--- src/rtl/ca_pair_match_queue.sv ---
// ca_pair_match_queue
// Queues expected CA packets in arrival order and pairs the oldest one with
// the next observed DUT packet. The fields are compared and the result is
// registered. Expectations that wait too long are retired as timeouts.
// Observed packets that arrive with nothing queued are counted as orphans.
//
// Packet layout, low 28 bits; bits [29:28] are padding and are not compared:
//   [27:18] ca, [17] cs_n, [16:14] cid, [13:8] bcw, [7:0] dca
//
// Handshake: an expected packet is accepted on a clock edge when exp_valid
// and exp_ready are both high and flush is low. exp_ready depends only on
// registered state. act_valid has no ready and is always consumed.
module ca_pair_match_queue #(
    parameter int DEPTH       = 8,
    parameter int TIMEOUT_CYC = 64,
    parameter int CNT_W       = 16
) (
    input  logic                     clk,
    input  logic                     rst_n,
    input  logic                     exp_valid,
    output logic                     exp_ready,
    input  logic [29:0]              exp_pkt,
    input  logic                     act_valid,
    input  logic [29:0]              act_pkt,
    input  logic                     flush,
    input  logic                     clear_stats,
    output logic                     cmp_valid,
    output logic                     cmp_all_match,
    output logic [4:0]               cmp_mismatch_mask,
    output logic [2:0]               cmp_match_count,
    output logic                     timeout_pulse,
    output logic                     orphan_pulse,
    output logic [$clog2(DEPTH):0]   level,
    output logic [CNT_W-1:0]         pass_cnt,
    output logic [CNT_W-1:0]         fail_cnt,
    output logic [CNT_W-1:0]         timeout_cnt,
    output logic [CNT_W-1:0]         orphan_cnt,
    output logic                     dbg_state
);
    localparam int PW = $clog2(DEPTH);
    localparam int AW = $clog2(TIMEOUT_CYC);
    localparam logic [AW-1:0] AGE_MAX = AW'(TIMEOUT_CYC - 1);
    localparam logic [PW:0]   LVL_FULL = (PW + 1)'(DEPTH);

    typedef enum logic {S_EMPTY = 1'b0, S_WAIT = 1'b1} state_t;

    state_t          state_q, state_d;
    logic [AW-1:0]   age_q, age_d;
    logic [PW-1:0]   wr_ptr, rd_ptr;
    logic [27:0]     mem [DEPTH];
    logic [27:0]     head;
    logic            push, pop_act, pop_to, orphan;
    logic [4:0]      eq;
    logic [2:0]      eq_cnt;
    logic            unused_pad;

    assign unused_pad = ^{exp_pkt[29:28], act_pkt[29:28]};
    assign exp_ready  = (level != LVL_FULL);
    assign push       = exp_valid && exp_ready && !flush;
    assign head       = mem[rd_ptr];
    assign dbg_state  = state_q;

    // Field equality between the queue head and the observed packet
    always_comb begin
        eq[0]  = (head[27:18] == act_pkt[27:18]);
        eq[1]  = (head[17]    == act_pkt[17]);
        eq[2]  = (head[16:14] == act_pkt[16:14]);
        eq[3]  = (head[13:8]  == act_pkt[13:8]);
        eq[4]  = (head[7:0]   == act_pkt[7:0]);
        eq_cnt = {2'b00, eq[0]} + {2'b00, eq[1]} + {2'b00, eq[2]}
               + {2'b00, eq[3]} + {2'b00, eq[4]};
    end

    // Next-state: pairing, timeout retirement, orphan detection, age
    always_comb begin
        state_d = state_q;
        age_d   = age_q;
        pop_act = 1'b0;
        pop_to  = 1'b0;
        orphan  = 1'b0;
        if (flush) begin
            state_d = S_EMPTY;
            age_d   = '0;
            orphan  = act_valid;
        end else begin
            case (state_q)
                S_EMPTY: begin
                    age_d  = '0;
                    orphan = act_valid;
                    if (push) state_d = S_WAIT;
                end
                S_WAIT: begin
                    // An arriving packet beats a timeout in the same cycle
                    if (act_valid)            pop_act = 1'b1;
                    else if (age_q == AGE_MAX) pop_to = 1'b1;
                    if (pop_act || pop_to) begin
                        age_d = '0;
                        if (level == (PW + 1)'(1) && !push) state_d = S_EMPTY;
                    end else begin
                        age_d = age_q + 1'b1;
                    end
                end
                default: state_d = S_EMPTY;
            endcase
        end
    end

    // State, age, pointers and occupancy
    always_ff @(posedge clk or negedge rst_n) begin
        if (!rst_n) begin
            state_q <= S_EMPTY;
            age_q   <= '0;
            wr_ptr  <= '0;
            rd_ptr  <= '0;
            level   <= '0;
        end else begin
            state_q <= state_d;
            age_q   <= age_d;
            if (flush) begin
                wr_ptr <= '0;
                rd_ptr <= '0;
                level  <= '0;
            end else begin
                if (push) wr_ptr <= wr_ptr + 1'b1;
                if (pop_act || pop_to) rd_ptr <= rd_ptr + 1'b1;
                level <= level + {{PW{1'b0}}, push} - {{PW{1'b0}}, pop_act || pop_to};
            end
        end
    end

    // Expectation storage; contents need no reset because level gates use
    always_ff @(posedge clk) begin
        if (push) mem[wr_ptr] <= exp_pkt[27:0];
    end

    // Registered compare result and event pulses
    always_ff @(posedge clk or negedge rst_n) begin
        if (!rst_n) begin
            cmp_valid         <= 1'b0;
            cmp_all_match     <= 1'b0;
            cmp_mismatch_mask <= '0;
            cmp_match_count   <= '0;
            timeout_pulse     <= 1'b0;
            orphan_pulse      <= 1'b0;
        end else begin
            cmp_valid     <= pop_act;
            timeout_pulse <= pop_to;
            orphan_pulse  <= orphan;
            if (pop_act) begin
                cmp_all_match     <= &eq;
                cmp_mismatch_mask <= ~eq;
                cmp_match_count   <= eq_cnt;
            end
        end
    end

    function automatic logic [CNT_W-1:0] sat_inc(input logic [CNT_W-1:0] c);
        return (&c) ? c : c + 1'b1;
    endfunction

    // Saturating statistics; a clear beats an increment in the same cycle
    always_ff @(posedge clk or negedge rst_n) begin
        if (!rst_n) begin
            pass_cnt    <= '0;
            fail_cnt    <= '0;
            timeout_cnt <= '0;
            orphan_cnt  <= '0;
        end else if (clear_stats) begin
            pass_cnt    <= '0;
            fail_cnt    <= '0;
            timeout_cnt <= '0;
            orphan_cnt  <= '0;
        end else begin
            if (pop_act && (&eq))  pass_cnt    <= sat_inc(pass_cnt);
            if (pop_act && !(&eq)) fail_cnt    <= sat_inc(fail_cnt);
            if (pop_to)            timeout_cnt <= sat_inc(timeout_cnt);
            if (orphan)            orphan_cnt  <= sat_inc(orphan_cnt);
        end
    end
endmodule

--- config.mk ---
export PLATFORM = sky130hd
export DESIGN_NAME = ca_pair_match_queue
export DESIGN_NICKNAME = d
export VERILOG_FILES = /design/src/rtl/ca_pair_match_queue.sv
export SDC_FILE = /design/constraint.sdc
export NUM_CORES = 1
export LEC_CHECK = 0
export BUFFER_PORTS_ARGS = -buffer_cell sky130_fd_sc_hd__buf_2
export CAP_MARGIN = 20
export CORE_ASPECT_RATIO = 1.25
export CORE_MARGIN = 4
export CORE_UTILIZATION = 53
export CTS_CLUSTER_DIAMETER = 30
export CTS_CLUSTER_SIZE = 30
export DETAILED_ROUTE_END_ITERATION = 16
export PLACE_DENSITY = 0.76
export SLEW_MARGIN = 20
export SYNTH_ARGS = -nofsm -noshare
export SYNTH_HDL_FRONTEND = slang
export SYNTH_SLANG_ARGS = --single-unit
--- constraint.sdc ---
create_clock -name clk -period 4 [get_ports clk]
set_clock_uncertainty 0.05 [all_clocks]
set_input_delay 0.4 -clock clk [delete_from_list [all_inputs] [get_ports clk]]
set_output_delay 0.4 -clock clk [all_outputs]
set_load 0.01 [all_outputs]
After elaboration in Yosys (flattened, before gate mapping)
Memories as Yosys holds them, arrays and structs flattened. Cells that the tools add are included. Widths: inputs -> output; s select.

Output and inout bits: 82. Register bits after elaboration: 93. Logic and storage cells: 107. Memories kept: 1. RAM bits: 224.

Memory list: mem (words 8, width 28, read ports 1, clocked after Yosys merged registers in 0, wr ports 1, line 50) `logic [27:0] mem [DEPTH];`.

Muxes and demuxes: 39. Eq/ne operators: 12. Reductions and logical operators: 25. Bitwise logic cells: 2. $add $sub $neg: 13.

Operator list (number): $mux 16 (12); $add 16x1->16 const B (4); $reduce_and 16->1 (4); $mux 1 (18); $mux 3 (4); $mux 6 (2); $pmux 6 s2 (1); $reduce_bool 2->1 (6); $eq 10x10->1 (1); $eq 8x8->1 (1); $ne 2x2->1 const B (4); $reduce_and 2->1 (4); $add 3x1->3 (2); $add 3x1->3 const B (2); $add 6x1->6 const B (1); $eq 6x6->1 (1); $eq 6x6->1 const B (1); $logic_and 1x1->1 (5); $not 5->5 (1); $reduce_and 5->1 (1); $add 4x1->4 (1); $eq 4x1->1 const B (1); $mux 4 (1); $ne 4x4->1 const B (1); 9 further kinds (12).

Depth between registers and ports, before layout
Gate-level depths: netlist of run 1.

Word-level depth: 10. Mapped depth: 18. Mapped depth without buffers: 13.

Worst setup path after synthesis of run 1
OpenSTA, ideal clock, no wires.

Path kind: register to register. From: reg level[2]. To: mem mem[0][0], enable pin. Library setup time: 0.483 ns. Cell stages (with the launch flop): 8. Path slack: -0.563 ns. Arrival time: 4.030 ns. Clock period less this slack: 4.563 ns. Required time: 3.467 ns. Cell sequence: dfrtp_1 inv_1 ha_1 nand2_1 nand2_1 or2_2 clkbuf_1 nor4_1.

Longest elaborated chain between the ends: 5.

Ends and longest elaborated chain: start: declaration (line 33) `output logic [$clog2(DEPTH):0] level,`; start signal: assignment (line 126) `level <= level + {{PW{1'b0}}, push} - {{PW{1'b0}}, pop_act || pop_to};`; $ne 4x4->1 (line 58) `assign exp_ready = (level != LVL_FULL);`; net exp_ready (line 21) `output logic exp_ready,`; $logic_and 1x1->1 (2 in a row) (line 59) `assign push = exp_valid && exp_ready && !flush;`; $mux 1 (line 133) `if (push) mem[wr_ptr] <= exp_pkt[27:0];`; $mux 1 (implied by the code) (line 133); end: declaration (line 50).

The timed path passes the listed nets, and every way through them passes these cells.

Worst setup path after layout of run 1
From: reg rd_ptr[0]. To: reg cmp_match_count[1].

Longest elaborated chain between the ends: 6. Elaborated cells on any way between the ends: 10. Those cells by class: add/sub (4); eq/ne (5); memory (1).

Ends and longest elaborated chain: start: declaration (line 49) `logic [PW-1:0] wr_ptr, rd_ptr;`; start signal: assignment (line 125) `if (pop_act || pop_to) rd_ptr <= rd_ptr + 1'b1;`; $mem_v2 8x28 (*); $eq 10x10->1 or $eq 1x1->1 (tied branches) (line 65, 66); $add 1x1->2 (line 70) `eq_cnt = {2'b00, eq[0]} + {2'b00, eq[1]} + {2'b00, eq[2]}`; $add 2x1->3 (line 70); $add 3x1->3 (line 71) `+ {2'b00, eq[3]} + {2'b00, eq[4]};`; $add 3x1->3 (*) (line 71); net eq_cnt[1] (line 54) `logic [2:0] eq_cnt;`; end signal: assignment (line 152) `cmp_match_count <= eq_cnt;`; end: declaration (line 30) `output logic [2:0] cmp_match_count,`.

Mark *: on every way through the listed nets, which the timed path passes. The rest lies on a longest branch. A chain may end at the register's enable or synchronous reset.

==> results.cfg, run 1 <==
[run_status]
outcome = complete, no violations

[worst_setup_path]
crit_type = reg2reg
cp.arrival_ps = 4240
end_kind = register
required_ps = 4380
cp-start-kind = register
worst-path-max-fanout = 6
reg2reg_depth = 13

[synth]
ys.flop_type = edfxtp_1
synth_edf_count = 224
syn-num-nets = 970
synth_top_area_share_pct = 49.9
synthTopCellsByArea = edfxtp_1, dfrtp_1, mux4_2
synth_seq_area_share_pct = 67.2
yosysUniqueCellTypes = 48
yosys_warnings = 0
synth_cells = 886
synth_seq_cells = 317
synth-async-reset-ratio_pct = 29.3
avgSynthCellArea_um2 = 15.2
yosysTopAreaCell = edfxtp_1
syn_area_um2 = 13500

[global_route]
grt_pass1_wl_mm = 45.3
antenna_found_initial = 3
grt_pass1_vias = 8323
grt_max_degree = 72
grt_use_total_pct = 20.9
grt_overflow = 0

[placed_design]
port-buffer-count = 143
dp_cells = 1361
gp_congestion = 0.755
dp_hpwl_mm = 17.6

[sta]
setup-tns-final_ps = 0
hold_viol = 0
setup-violations-final = 0
period_share_pct = 96.5
maxSlewHeadroom_pct = 36.9
timing.fmax_mhz = 259
finalMaxSlewViolations = 0
fin_crit_ps = 3860
worst_pin_slew_ps = 946

[route]
ant_nets = 0
drtPass1Iterations = 5
wirelength_mm = 29.1
wl_per_cell_um = 19.8
avgViaCountPerCell = 5.59
vias = 8199
drtIter0Drc = 504
drc = 0

[floorplan]
die_h_um = 186
initial_utilization_pct = 53.6
die_x_um = 151
ios = 148
design.die.area_um2 = 28100
core_region_area_um2 = 25100
fp-row-count = 65

[finish]
layout_commonest_cell = edfxtp_1
mostFrequentLayoutCells = edfxtp_1, buf_2, dfrtp_1
regArea_um2 = 9060
final_cells = 1468
diodes = 0
area_delta_synth_final_pct = 24.8
nets = 1173
layout-drive-gt1-share_pct = 32.7
multi_input_comb_area_um2 = 4320
fill_cells = 1722

[clock_network]
cts_made_buffers = 52
clkSinkCount = 317
clk_pin_slew_ps = 60
cts_tree = yes
insertion_delay_ps = 550
cts_buffer_depth = 3
cts.root.buffer_cell = clkbuf_16
htreeDepth = 2

[worst_hold_path]
hold_path.class = in2reg
hold_depth = 2

[pwr]
vdd_drop_max_mv = 0.412
finalPower_w = 0.00916
total_leakage_power_nw = 6.43
power_density_nw_per_um2 = 544

[run]
max-cap-violations = 0
-- final timing paths --
path	startpoint	end	slack, ps
max reg2reg	rd_ptr[0]	cmp_match_count[1]	140
max	rd_ptr[0]	cmp_match_count[1]	140
min in group asynchronous	rst_n	pass_cnt[6]	500
max in group asynchronous	rst_n	wr_ptr[1]	2520
min reg2reg	age_q[0]	age_q[0]	430
min	act_valid	age_q[4]	30
-- cell families after synthesis --
group,after synthesis,synth area share [%]
AO/OA/AOI/OAI,79,3.55
AND/OR/NAND/NOR,243,9.30
buffers and inverters,57,1.89
multiplexers,112,12.3
flip-flops,317,67.2
adder cells (fa/ha/maj),18,1.84
XOR/XNOR,60,3.90
-- layer usage --
metal  GRT usage (%)  wire [um]
met1            26.5      11200
met5               0         29
met2            36.8      15100
met4            5.77        690
met3            4.44       2080
-- what timing repair did --
item / CTS / global route
gates cloned: 0 / 2
resized for setup: 1 / 28
setup endpoints to repair: 2 / 28
pin swaps: 0 / 9
hold buffers: 1 / 0
buffers inserted: 0 / 6
hold endpoints to repair: 70 / 0
-- Yosys cell counts (21+ instances only) --
master and number:
nor2_1 69, xnor2_1 32, inv_1 21, o21ai_0 26
nand3_1 29, xor2_1 28, dfrtp_1 93, nand2_1 33
a21oi_1 28, mux4_2 42, edfxtp_1 224, mux2i_1 56
-- registers in the layout, summed over array words and instances (netlist names) --
signal and cells:
rd_ptr 3, timeout_pulse 1, dbg_state 1, timeout_cnt 16, level 4, cmp_match_count 3
cmp_all_match 1, cmp_valid 1, wr_ptr 3, mem 224, fail_cnt 16, age_q 6
orphan_cnt 16, pass_cnt 16, cmp_mismatch_mask 5, orphan_pulse 1
-- area by class of cell --
type	instances	area share, %
Tap cell	335	2.49
Sequential cell	317	53.9
Clock inverter	43	2.56
Multi-Input combinational cell	512	25.7
Clock buffer	55	8.06
Inverter	21	0.469
Timing Repair Buffer	185	6.88
-- where the power goes --
part | internal [W] | total [W] | switching [W]
clock network | 0.00277 | 0.00440 | 0.00163
logic | 0.000470 | 0.00100 | 0.000532
registers | 0.00367 | 0.00375 | 0.0000795
-- worst max-delay path, stage by stage, from the launching register on --
cell	delay [ps]
dfrtp_4	500
buf_12	150
mux4_2	530
mux2i_4	190
xnor2_2	100
nor4_2	300
buf_4	170
nand4_1	170
buf_4	200
fa_1	480
inv_2	40
fa_2	370
ha_4	240
mux2_2	250
-- per-stage QoR --
step / hold WS [ps] / instance area (um^2) / worst slack (ps) / utilization (%)
CTS: 7.76 / 16600 / 46.6 / 66.1
detailed placement: 415 / 14800 / 34.0 / 58.9
global placement: 408 / 14800 / 109 / 58.9
finish: 30.9 / 16800 / 138 / 66.9
global route: 24.8 / 16800 / -66.7 / 66.9
floorplan: 54.4 / 13500 / 19.7 / -
No activity file was read; power rests on OpenSTA's default activity.
==> inputs of run 2 (changes only) <==
ABC_AREA = 1   (was not set)
CORE_MARGIN = not set   (was 4)
CORE_UTILIZATION = 54   (was 53)
PLACE_DENSITY = 0.77   (was 0.76)
==> results.cfg, run 2 <==
[run_status]
outcome = complete, no violations

[synth]
ys.flop_type = edfxtp_1
synthTopCellsByCount = nand2_1, edfxtp_1, nand3_1
yosys_warnings = 0
syn-num-nets = 1575
synth_top_area_share_pct = 46.0
avgSynthCellArea_um2 = 9.80
yosysTopAreaCell = edfxtp_1
synth_cells = 1491
synth_seq_cells = 317
yosysUniqueCellTypes = 42
synth_seq_area_share_pct = 62.0
syn_area_um2 = 14600
synth_most_common_cell = nand2_1
synthTopCellsByArea = edfxtp_1, dfrtp_1, nand2_1
synth-async-reset-ratio_pct = 29.3
synth_edf_count = 224

[global_route]
grtUsageMet3_pct = 5.37
use_met1_pct = 30.3
grt_pass1_vias = 11081
grt_max_degree = 58
antenna_found_initial = 7
grt_pass1_wl_mm = 54.7
grt_overflow = 0
busiest_layer = met2
grt_use_total_pct = 25.5
met2_usage_pct = 44.7

[worst_setup_path]
path_buf_inv = 2
slowest_delay_ps = 590
cp.arrival_ps = 4050
r2r-start = rd_ptr[0]
worst-path-max-fanout = 41
r2r_setup_slack_ps = 330
cp-start-kind = register
reg2reg_depth = 17
cp_top_family = simple AND/OR/NAND/NOR gates
crit_chain = buf_4 > nand2_1 > nand3_1 > nand3_1 > nand2_1 > xor2_1 > nor3_1 > nand3_1 > inv_1 > ha_1 > nand3_1 > nor2_4 > nand2_2 > nand2_2 > nand2_1 > nand2_1 > nor2_1
required_ps = 4380
cpMaxStageDelayCell = dfrtp_4
r2r-end = fail_cnt[0]
end_kind = register
crit_type = reg2reg

[floorplan]
initial_utilization_pct = 55.5
core_region_area_um2 = 26300
fp-row-count = 66
ios = 148
design.die.area_um2 = 27700
die_h_um = 186
die_x_um = 149

[placed_design]
pre_cts_ws_ps = 404
dp_hpwl_mm = 20.7
port-buffer-count = 143
gp_congestion = 0.931

[finish]
nets = 1736
fin_util_pct = 66.3
area_delta_synth_final_pct = 19.6
layout-drive-gt1-share_pct = 16.3
largest_reg_flops = 224
top_register = mem
mostFrequentLayoutCells = nand2_1, edfxtp_1, nand3_1
layout_commonest_cell = nand2_1

[run]
max-cap-violations = 0

[sta]
hold_viol = 0
finalMaxSlewViolations = 0
period_share_pct = 91.7
timing.fmax_mhz = 273
fin_ws_ps = 333
worst_pin_slew_ps = 1070
setup-tns-final_ps = 0
fin_crit_ps = 3670
maxSlewHeadroom_pct = 28.8
setup-violations-final = 0
rsz0062_at_grt = no
hold_slack_ps = 24.7

[route]
drtPass1Iterations = 5
wl_per_cell_um = 16.9
drc = 0
avgViaCountPerCell = 5.50
wirelength_mm = 34.4
vias = 11208
drtIter0Drc = 785
ant_nets = 0

[pwr]
finalPower_w = 0.00937
vdd_drop_max_mv = 0.527
total_leakage_power_nw = 7.59
power_density_nw_per_um2 = 536

[clock_network]
cts_tree = yes
post-cts-setup-buffer-count = 0
clk_pin_slew_ps = 50
cts_buffer_depth = 3
cts.root.buffer_cell = clkbuf_16
clkSinkCount = 317
htreeDepth = 2
cts_made_buffers = 51
insertion_delay_ps = 570

[worst_hold_path]
hold_depth = 2
hold_path.class = in2reg
worstHoldEndpoint = level[1]
holdCritStartpoint = flush
==> run 2: cell count changes after synthesis, moves of 22 or more <==
cell and delta:
inv_1 +117, mux2i_1 -56, mux4_2 -42, nand2_1 +362, nand3_1 +133, nor2_1 +82, o21ai_0 +53, xnor2_1 -22
==> run 2: metrics by stage <==
| stage | instances | instance area [um^2] |
|---|---|---|
| after floorplan | 1491 | 14600 |
| after global placement | 1938 | 15700 |
| after detailed placement | 1938 | 15700 |
| after CTS | 2035 | 17500 |
| after global routing | 2035 | 17500 |
| final | 2038 | 17500 |
==> run 2: worst register-to-register path, delay by kind of cell, from the launching register on <==
family	cells	cell delay (ps)
buffers and inverters	2	600
XOR/XNOR	1	80
flip-flops	1	590
adder cells (fa/ha/maj)	1	150
AND/OR/NAND/NOR	13	2050
==> run 2: logic make-up after synthesis <==
group | synth area share (%)
and+or+nand+nor | 22.7
xor gates and xnor gates | 2.52
adders and majority gates | 1.70
DFF | 62.0
buffers and inverters | 6.06
AOI/OAI and AO/OA | 5.10
==> run 2: how the worst max path moves through the flow <==
stage / start / end / slack, ps / cells after the start
finish: rd_ptr[0] / fail_cnt[0] / 330 / 17
global route: rd_ptr[0] / fail_cnt[0] / 20 / 17
CTS: rd_ptr[0] / cmp_match_count[1] / 300 / 17
detailed placement: rd_ptr[0] / fail_cnt[0] / 400 / 17
global placement: rd_ptr[0] / cmp_match_count[1] / 470 / 17
floorplan: rd_ptr[0] / cmp_match_count[1] / 660 / 19
==> run 2: what timing repair did <==
action / in CTS / in global routing
gates resized for setup: 0 / 1
setup endpoints to repair: 0 / 1
hold buffers: 1 / 0
hold endpoints to repair: 43 / 0
==> run 2: layout make-up <==
cell class                      instances  area [um^2]
Antenna cell                            3         7.51
Clock buffer                           64         1380
Clock inverter                         32          429
Fill cell                            1891         8870
Inverter                              143          542
Multi-Input combinational cell        970         4710
Sequential cell                       317         9060
Tap cell                              340          425
Timing Repair Buffer                  169          928
==> run 2: per-layer routing <==
metal	share of wire (%)	wire length, um
met5	0.15	53
met1	39	13300
met2	51	17400
met3	7.6	2630
met4	3.0	1050
==> run 2: where the power goes <==
group	leakage [nW]	internal, W	switching [W]	total, W
sequential	3.29	0.00367	0.0000763	0.00375
clock	0.874	0.00293	0.00158	0.00451
combinational	3.42	0.000360	0.000756	0.00112
total	7.59	0.00696	0.00241	0.00937
==> inputs of run 3 (changes only) <==
ABC_AREA = not set   (was 1)
CORE_UTILIZATION = 53   (was 54)
PLACE_DENSITY = 0.76   (was 0.77)
==> results.cfg, run 3 (same netlist as run 1, synthesis figures left out) <==
[run_status]
outcome = complete, no violations

[finish]
nets = 1173
final_cells = 1467
layout_commonest_cell = edfxtp_1
fin_util_pct = 68.4
area_delta_synth_final_pct = 25.5
top_register = mem
layout-drive-gt1-share_pct = 32.7
largest_reg_flops = 224
mostFrequentLayoutCells = edfxtp_1, buf_2, dfrtp_1

[clock_network]
clk_pin_slew_ps = 60
cts_buffer_depth = 3
clkSinkCount = 317
cts_made_buffers = 54
cts.root.buffer_cell = clkbuf_16
cts_tree = yes
insertion_delay_ps = 550
htreeDepth = 2

[global_route]
grt_pass1_vias = 8296
grt_use_total_pct = 22.3
antenna_found_initial = 4
grt_pass1_wl_mm = 44.1
grt_max_degree = 70
grt_overflow = 0

[sta]
fin_ws_ps = 160
setup-tns-final_ps = 0
finalMaxSlewViolations = 0
maxSlewHeadroom_pct = 40.9
period_share_pct = 96.0
setup-violations-final = 0
worst_pin_slew_ps = 886
timing.fmax_mhz = 260
fin_crit_ps = 3840
hold_viol = 0

[route]
vias = 8281
avgViaCountPerCell = 5.64
drtPass1Iterations = 4
drtIter0Drc = 432
drc = 0
wirelength_mm = 28.7
ant_nets = 0
wl_per_cell_um = 19.6

[pwr]
finalPower_w = 0.00937
p_int_w = 0.00714
vdd_drop_max_mv = 0.459
switchingPower_w = 0.00224
power_switching_share_pct = 23.9
power_density_nw_per_um2 = 554
pwr-share-comb_pct = 10.5
clockPowerShare_pct = 49.6
total_leakage_power_nw = 6.51
p_seq_share_pct = 39.9

[worst_setup_path]
crit_type = reg2reg
end_kind = register
crit_chain = buf_12 > mux4_2 > mux2i_2 > xnor2_1 > nor4_1 > buf_4 > nand4_1 > inv_1 > ha_2 > inv_2 > nor4bb_4 > buf_4 > nand4_4 > buf_12 > or3_1 > a21oi_2
worst-path-max-fanout = 10
reg2reg_depth = 16
cp.depth = 16
path_buf_inv = 6
required_ps = 4410
cpMaxStageDelayCell = mux4_2
cp.arrival_ps = 4250
cp_top_family = simple AND/OR/NAND/NOR gates
slowest_delay_ps = 520
cp-start-kind = register

[run]
max-cap-violations = 0

[placed_design]
gp_congestion = 0.735
dp_cells = 1358
port-buffer-count = 143
pre_cts_ws_ps = -6.49
dp_hpwl_mm = 17.1

[floorplan]
ios = 148
initial_utilization_pct = 54.5
die_x_um = 145
die_h_um = 180
core_region_area_um2 = 24700
fp-row-count = 64
design.die.area_um2 = 26100

[worst_hold_path]
hold_path.class = in2reg
hold_depth = 2
==> run 3: cell types whose count changed in the layout (fill, tap and decap cells not counted), sizes merged, moves of 22 or more <==
cell	delta
xnor2	+22
nand2	-365
nor2	-85
inv	-115
mux2i	+56
nand3	-134
mux4	+42
o21ai	-55
==> run 3: metrics by stage <==
| stage | instance area (um^2) | hold slack (ps) |
|---|---|---|
| 2_1_floorplan | 13500 | 54.4 |
| 3_3_place_gp | 14800 | 397 |
| 3_5_place_dp | 14800 | 409 |
| 4_1_cts | 16700 | 4.75 |
| 5_1_grt | 16900 | 24.3 |
| 6_report | 16900 | 31.0 |
==> run 3: metal layers <==
metal	track usage [%]	share of wire, %	up-vias
met4	7.92	2.5	4
met2	38.5	51	285
met3	5.21	7.0	69
met5	0	0.070	-
met1	27.0	40	4132
li1	-	-	3791
==> run 3: cell type report <==
| cell class | instances | area, um^2 |
|---|---|---|
| timing repair buffer | 183 | 1170 |
| clock buffer | 58 | 1390 |
| clock inverter | 42 | 487 |
| tap | 330 | 413 |
| sequential | 317 | 9060 |
| fill | 1627 | 7830 |
| multi-input combinational | 512 | 4320 |
| inverter | 21 | 78.8 |
| antenna | 4 | 10.0 |
==> run 3: power by group through the flow <==
stage                     registers, W  logic [W]  clock network (W)
after floorplan                0.00382   0.000597                  0
after global placement         0.00380   0.000930                  0
after detailed placement       0.00380   0.000955                  0
after CTS                      0.00374   0.000975            0.00472
after global routing           0.00376    0.00108            0.00488
final                          0.00374   0.000982            0.00465
==> run 3: timing repair <==
item	4_1_cts	5_1_grt
resized for setup	1	27
cloned	0	2
pin swaps	1	19
endpoints found under the setup margin	14	30
endpoints found under the hold margin	68	0
hold buffers	1	0
setup buffers	0	2
==> run 3: final timing paths <==
path	start	slack, ps	endpoint
max	rd_ptr[0]	160	pass_cnt[13]
min	act_valid	30	age_q[4]
max reg2reg	rd_ptr[0]	160	pass_cnt[13]
min reg2reg	age_q[0]	410	age_q[0]
max in group asynchronous	rst_n	2530	wr_ptr[1]
min in group asynchronous	rst_n	450	pass_cnt[4]
==> run 3: worst reg2reg max path, delay by kind of cell (launching register included) <==
family | cells | cell delay [ps]
simple gates | 5 | 1250
buf+inv | 6 | 860
mux | 2 | 700
flops | 1 | 470
fa+ha+maj | 1 | 180
compound gates | 1 | 150
xor+xnor | 1 | 90
